File: config.mk
export PLATFORM = sky130hd
export DESIGN_NAME = bin_to_bcd
export DESIGN_NICKNAME = d
export VERILOG_FILES = /design/src/rtl/bcd_pkg.sv /design/src/rtl/bcd_digit_adjust.sv /design/src/rtl/bin_to_bcd.sv
export SDC_FILE = /design/constraint.sdc
export NUM_CORES = 1
export LEC_CHECK = 0
export ABC_CLOCK_PERIOD_IN_PS = 2450
export CAP_MARGIN = 20
export CORE_AREA = 3 3 56 97
export DETAILED_ROUTE_END_ITERATION = 8
export DIE_AREA = 0 0 59 100
export DONT_BUFFER_PORTS = 1
export PLACE_DENSITY_LB_ADDON = 0.15
export SLEW_MARGIN = 30
export SYNTH_ARGS = -nofsm -noshare
export SYNTH_HDL_FRONTEND = slang
export SYNTH_SLANG_ARGS = --single-unit
File: constraint.sdc
create_clock -name clk -period 2.45 [get_ports clk]
set_input_delay 0.245 -clock clk [delete_from_list [all_inputs] [get_ports clk]]
set_output_delay 0.245 -clock clk [all_outputs]
set_load 0.01 [all_outputs]
File: src/rtl/bcd_pkg.sv
// bcd_pkg: shared constants, the FSM state type and the digit-count helper
// used by the binary-to-BCD converter.
//   BCD_NIBBLE_W   - width of one BCD digit
//   ADD3_THRESHOLD - a digit at or above this value gets +3 before each shift
//   min_bcd_digits - number of decimal digits needed for 2^bin_w - 1
package bcd_pkg;

  localparam int BCD_NIBBLE_W = 4;
  localparam logic [BCD_NIBBLE_W-1:0] ADD3_THRESHOLD = 4'd5;

  typedef enum logic {
    IDLE = 1'b0,
    CONV = 1'b1
  } conv_state_t;

  // Counts the decimal digits of the largest unsigned value that fits in bin_w bits.
  function automatic int min_bcd_digits(input int bin_w);
    longint unsigned max_val;
    int digits;
    max_val = (64'd1 << bin_w) - 64'd1;
    digits = 1;
    while (max_val >= 64'd10) begin
      max_val = max_val / 64'd10;
      digits++;
    end
    return digits;
  endfunction

endpackage

File: src/rtl/bcd_digit_adjust.sv
// bcd_digit_adjust: the combinational add-3 correction for a single BCD digit.
// Ports:
//   digit    - current scratch digit
//   adjusted - digit + 3 when digit >= 5, otherwise digit unchanged
module bcd_digit_adjust
  import bcd_pkg::*;
(
  input  logic [BCD_NIBBLE_W-1:0] digit,
  output logic [BCD_NIBBLE_W-1:0] adjusted
);

  // The sum stays inside the nibble; a legal digit (<= 9) never exceeds 12 after adjust.
  assign adjusted = (digit >= ADD3_THRESHOLD) ? digit + 4'd3 : digit;

endmodule

File: src/rtl/bin_to_bcd.sv
// bin_to_bcd: iterative double-dabble binary-to-BCD converter.
// One bit of the operand is consumed per clock, so a conversion takes BIN_W
// cycles after the accept edge.
// Ports:
//   clk       - clock, rising edge
//   rst       - asynchronous active-high reset
//   in_valid  - A holds a value to convert
//   in_ready  - converter is idle and can accept A
//   A         - unsigned binary operand (BIN_W bits)
//   out_valid - one-cycle pulse, B holds a new result
//   B         - packed BCD result, digit i in B[4i+3:4i]
//   busy      - conversion in progress
module bin_to_bcd
  import bcd_pkg::*;
#(
  parameter int BIN_W  = 4,
  parameter int DIGITS = 2
) (
  input  logic                           clk,
  input  logic                           rst,
  input  logic                           in_valid,
  output logic                           in_ready,
  input  logic [BIN_W-1:0]               A,
  output logic                           out_valid,
  output logic [BCD_NIBBLE_W*DIGITS-1:0] B,
  output logic                           busy
);

  localparam int BCD_W = BCD_NIBBLE_W * DIGITS;
  localparam int CNT_W = $clog2(BIN_W + 1);

  // Too few digits would silently drop the top of large results, so refuse to build.
  if (DIGITS < min_bcd_digits(BIN_W)) begin : g_digits_check
    $error("bin_to_bcd: DIGITS=%0d cannot hold 2^%0d-1", DIGITS, BIN_W);
  end

  conv_state_t state, next_state;

  logic [CNT_W-1:0]       count;
  logic [BIN_W-1:0]       bin_sr;
  logic [BCD_W-1:0]       scratch;
  logic [BCD_W-1:0]       scratch_adj;
  logic [BCD_W+BIN_W-1:0] shifted;
  logic                   accept;
  logic                   last_iter;

  assign in_ready  = (state == IDLE);
  assign busy      = (state == CONV);
  assign accept    = in_valid && in_ready;
  assign last_iter = (state == CONV) && (count == CNT_W'(1));

  for (genvar i = 0; i < DIGITS; i++) begin : g_adjust
    bcd_digit_adjust u_adjust (
      .digit    (scratch[i*BCD_NIBBLE_W +: BCD_NIBBLE_W]),
      .adjusted (scratch_adj[i*BCD_NIBBLE_W +: BCD_NIBBLE_W])
    );
  end

  // Adjust first, then shift the combined register so the next binary MSB enters digit 0.
  assign shifted = {scratch_adj, bin_sr} << 1;

  always_ff @(posedge clk or posedge rst) begin
    if (rst) begin
      state <= IDLE;
    end else begin
      state <= next_state;
    end
  end

  always_comb begin
    next_state = state;
    case (state)
      IDLE:    if (accept) next_state = CONV;
      CONV:    if (last_iter) next_state = IDLE;
      default: next_state = IDLE;
    endcase
  end

  // B is written only on the final iteration, so intermediate scratch values never leak out.
  always_ff @(posedge clk or posedge rst) begin
    if (rst) begin
      count     <= '0;
      bin_sr    <= '0;
      scratch   <= '0;
      B         <= '0;
      out_valid <= 1'b0;
    end else begin
      out_valid <= 1'b0;
      if (accept) begin
        bin_sr  <= A;
        scratch <= '0;
        count   <= CNT_W'(BIN_W);
      end else if (state == CONV) begin
        scratch <= shifted[BIN_W +: BCD_W];
        bin_sr  <= shifted[BIN_W-1:0];
        count   <= count - CNT_W'(1);
        if (last_iter) begin
          B         <= shifted[BIN_W +: BCD_W];
          out_valid <= 1'b1;
        end
      end
    end
  end

endmodule

==> reports/results.ini <==
[run_status]
outcome = finished clean

[logic_synthesis]
ys_seq_elements = 25
synth_warnings = 0
syn-num-nets = 126
yosys.area.top_type_share_pct = 53.4
synthCells = 113
netlist-cell-type-count = 25
avgSynthCellArea_um2 = 10.4
synth.top_cells.by_area = dfrtp_1 53%, ha_1 6.4%, o21ai_0 6.0%, nand2_1 5.1%, mux2i_1 4.3%
syn-cell-area_um2 = 1170
synth_area_leader_cell = dfrtp_1
yosysSeqAreaShare_pct = 53.4

[setup_path]
cp.required_ps = 2610
critical_path_class = register to register
path_delay_family = simple AND/OR/NAND/NOR gates
crit_chain = inv_1 > ha_1 > nand2_1 > or2_1 > inv_2 > mux2_4
crit_path_max_incr_delay_ps = 390
slowest_stage = dfrtp_1
critPathCaptureType = register
reg2reg_from = count[1]$_DFFE_PP0P_
path_buf_inv = 2
worstPathArrival_ps = 1830
regToRegSetupSlack_ps = 780
reg2reg_depth = 6
cp_max_fo = 12
rr_endpoint = B[6]$_DFFE_PP0P_
startpoint_type = register

[timing]
finalCritPeriodShare_pct = 68.0
fmax_ghz = 0.600
hold_viol_final = 0
rsz0062_at_grt = false
final-max-slew-violation-count = 0
timing.setup.tns_ps = 0
finalSetupViolCount = 0
finalClockSkew_ps = 2.99
period_minus_slack_ps = 1670
slew_headroom_pct = 63.2
worst_pin_slew_ps = 552

[die]
die-height_um = 100
die_area_um2 = 5900
fp-row-count = 33
io_pins = 18
core_area_um2 = 4710
die_x_um = 59
start_util_pct = 24.9

[drt]
wl_met3_um = 75
wl_per_cell_um = 14.3
vias_per_cell = 4.64
drc = 0
drt_wl_total_um = 2380
vias = 775
drt_iter0_markers = 12
wl_met2_um = 1210
ant_nets = 0
wl_met1_um = 1040
drtPass1Iterations = 2
dr.max_layer_used = met4

[power]
switching_share_pct = 39.8
internal_power_mw = 1.04
clockPowerShare_pct = 14.5
p_comb_share_pct = 41.0
power_frac_seq_pct = 44.4
worst_ir_drop_vdd_v = 0.000454
p_sw_mw = 0.686
power_density_nw_per_um2 = 1350
leakagePower_nw = 0.611

[global_route]
grt_pass1_wl_um = 4170
first_global_vias = 849
grtUsageTotal_pct = 9.44
antenna_found_initial = 0
grt_max_degree = 26
grt-ovfl-total = 0

[placed_design]
place_congestion = 0.681
dp.final_hpwl_um = 1720
dp.cells = 162
io_buffers = 0
placed_area_um2 = 1220

[cells_and_area]
drive_gt1_share_pct = 10.4
final_cells = 167
final_common_cell = dfrtp_1
finalNetCount = 129
final_cell_area_um2 = 1280
area_growth_pct = 9.19
diodes = 0
final_cell_mix = 25 x dfrtp_1, 16 x nand2_1, 14 x o21ai_0

[cts]
clockBufferDepth = 2
cts_made_buffers = 3
numClockSinks = 25
cts_resized = 0
root_buffer = clkbuf_8
clkTransAtPathRegs_ps = 90
clkLatencyLatePin_ps = 270
h-tree-depth = 1
cts_tree = done

[min_path]
worstHoldStart = A[0]
holdPathEnd = bin_sr[0]$_DFFE_PP0P_
hold_depth = 2
hp-class = input port to register

[flow_run]
maxCapViolations = 0

==> worst max path at each step <==
stage / cells after the start / end / startpoint / slack (ps)
4_1_cts: 6 / B[6]$_DFFE_PP0P_ / count[1]$_DFFE_PP0P_ / 760
3_3_place_gp: 5 / B[5]$_DFFE_PP0P_ / count[0]$_DFFE_PP0P_ / 790
2_1_floorplan: 5 / scratch[2]$_DFFE_PP0P_ / scratch[0]$_DFFE_PP0P_ / 980
5_1_grt: 6 / B[6]$_DFFE_PP0P_ / count[1]$_DFFE_PP0P_ / 670
3_5_place_dp: 6 / B[5]$_DFFE_PP0P_ / count[1]$_DFFE_PP0P_ / 770
6_report: 6 / B[6]$_DFFE_PP0P_ / count[1]$_DFFE_PP0P_ / 780
==> cell families (layout without fill, tap and decap cells) <==
logic type / Yosys count / count (layout) / share of synthesized area (%)
mux: 8 / 8 / 7.80
compound gates: 28 / 28 / 14.4
fa+ha+maj: 6 / 6 / 6.41
simple gates: 30 / 30 / 11.5
flops: 25 / 25 / 53.4
xor+xnor: 2 / 2 / 1.50
buf+inv: 14 / 16 / 4.91
==> power groups by stage <==
stage	Sequential (mW)	Combinational [mW]	Clock [mW]
2_1_floorplan	0.744	0.581	0
3_3_place_gp	0.771	0.704	0
3_5_place_dp	0.780	0.724	0
4_1_cts	0.772	0.728	0.260
5_1_grt	0.796	0.836	0.276
6_report	0.766	0.707	0.250
==> flip-flops by register name, summed over array words and instances (netlist names) <==
register   flops
bin_sr         4
B              8
scratch        8
out_valid      1
count          3
busy           1
==> routing by layer <==
| metal | up-vias | track usage [%] |
|---|---|---|
| met2 | 13 | 15.0 |
| li1 | 376 | - |
| met5 | - | 0 |
| met4 | 0 | 4.71 |
| met3 | 5 | 1.93 |
| met1 | 381 | 11.9 |
==> stage by stage <==
stage | util (%) | total power, mW | hold WS [ps] | setup WS [ps]
after detailed placement | 26.0 | 1.50 | 223 | 769
after CTS | 27.2 | 1.76 | 127 | 760
after global placement | 26.0 | 1.48 | 408 | 791
final | 27.2 | 1.72 | 135 | 783
after global routing | 27.2 | 1.91 | 151 | 669
after floorplan | - | 1.33 | 272 | 979
==> cells in the mapped netlist, drive strengths merged <==
cell	count
dfrtp	25
nand2	16
o21ai	14
inv	10
a21oi	6
ha	6
nor2	6
mux2i	5
a22o	4
buf	4
a21o	3
mux2	3
and2	2
nand2b	2
xnor2	2
a31oi	1
nor3	1
nor3b	1
or2	1
or3	1
==> cell type report <==
| cell class | count | area [µm²] |
|---|---|---|
| clock buffer | 4 | 45.0 |
| fill | 519 | 3430 |
| inverter | 10 | 37.5 |
| multi-input combinational | 74 | 488 |
| sequential | 25 | 626 |
| tap | 52 | 65.1 |
| timing repair buffer | 2 | 17.5 |
==> worst reg2reg max path, cell delays in order, from the launching register on <==
cell     delay (ps)
dfrtp_1         390
inv_1            80
ha_1            150
nand2_1          50
or2_1           370
inv_2           200
mux2_4          310
==> repair_timing <==
| item | 4_1_cts | 5_1_grt |
|---|---|---|
| hold buffers | 1 | 0 |
| setup buffers | 0 | 0 |
| setup endpoints to repair | 0 | 0 |
| hold endpoints to repair | 25 | 0 |
(Power assumes the default switching activity.)
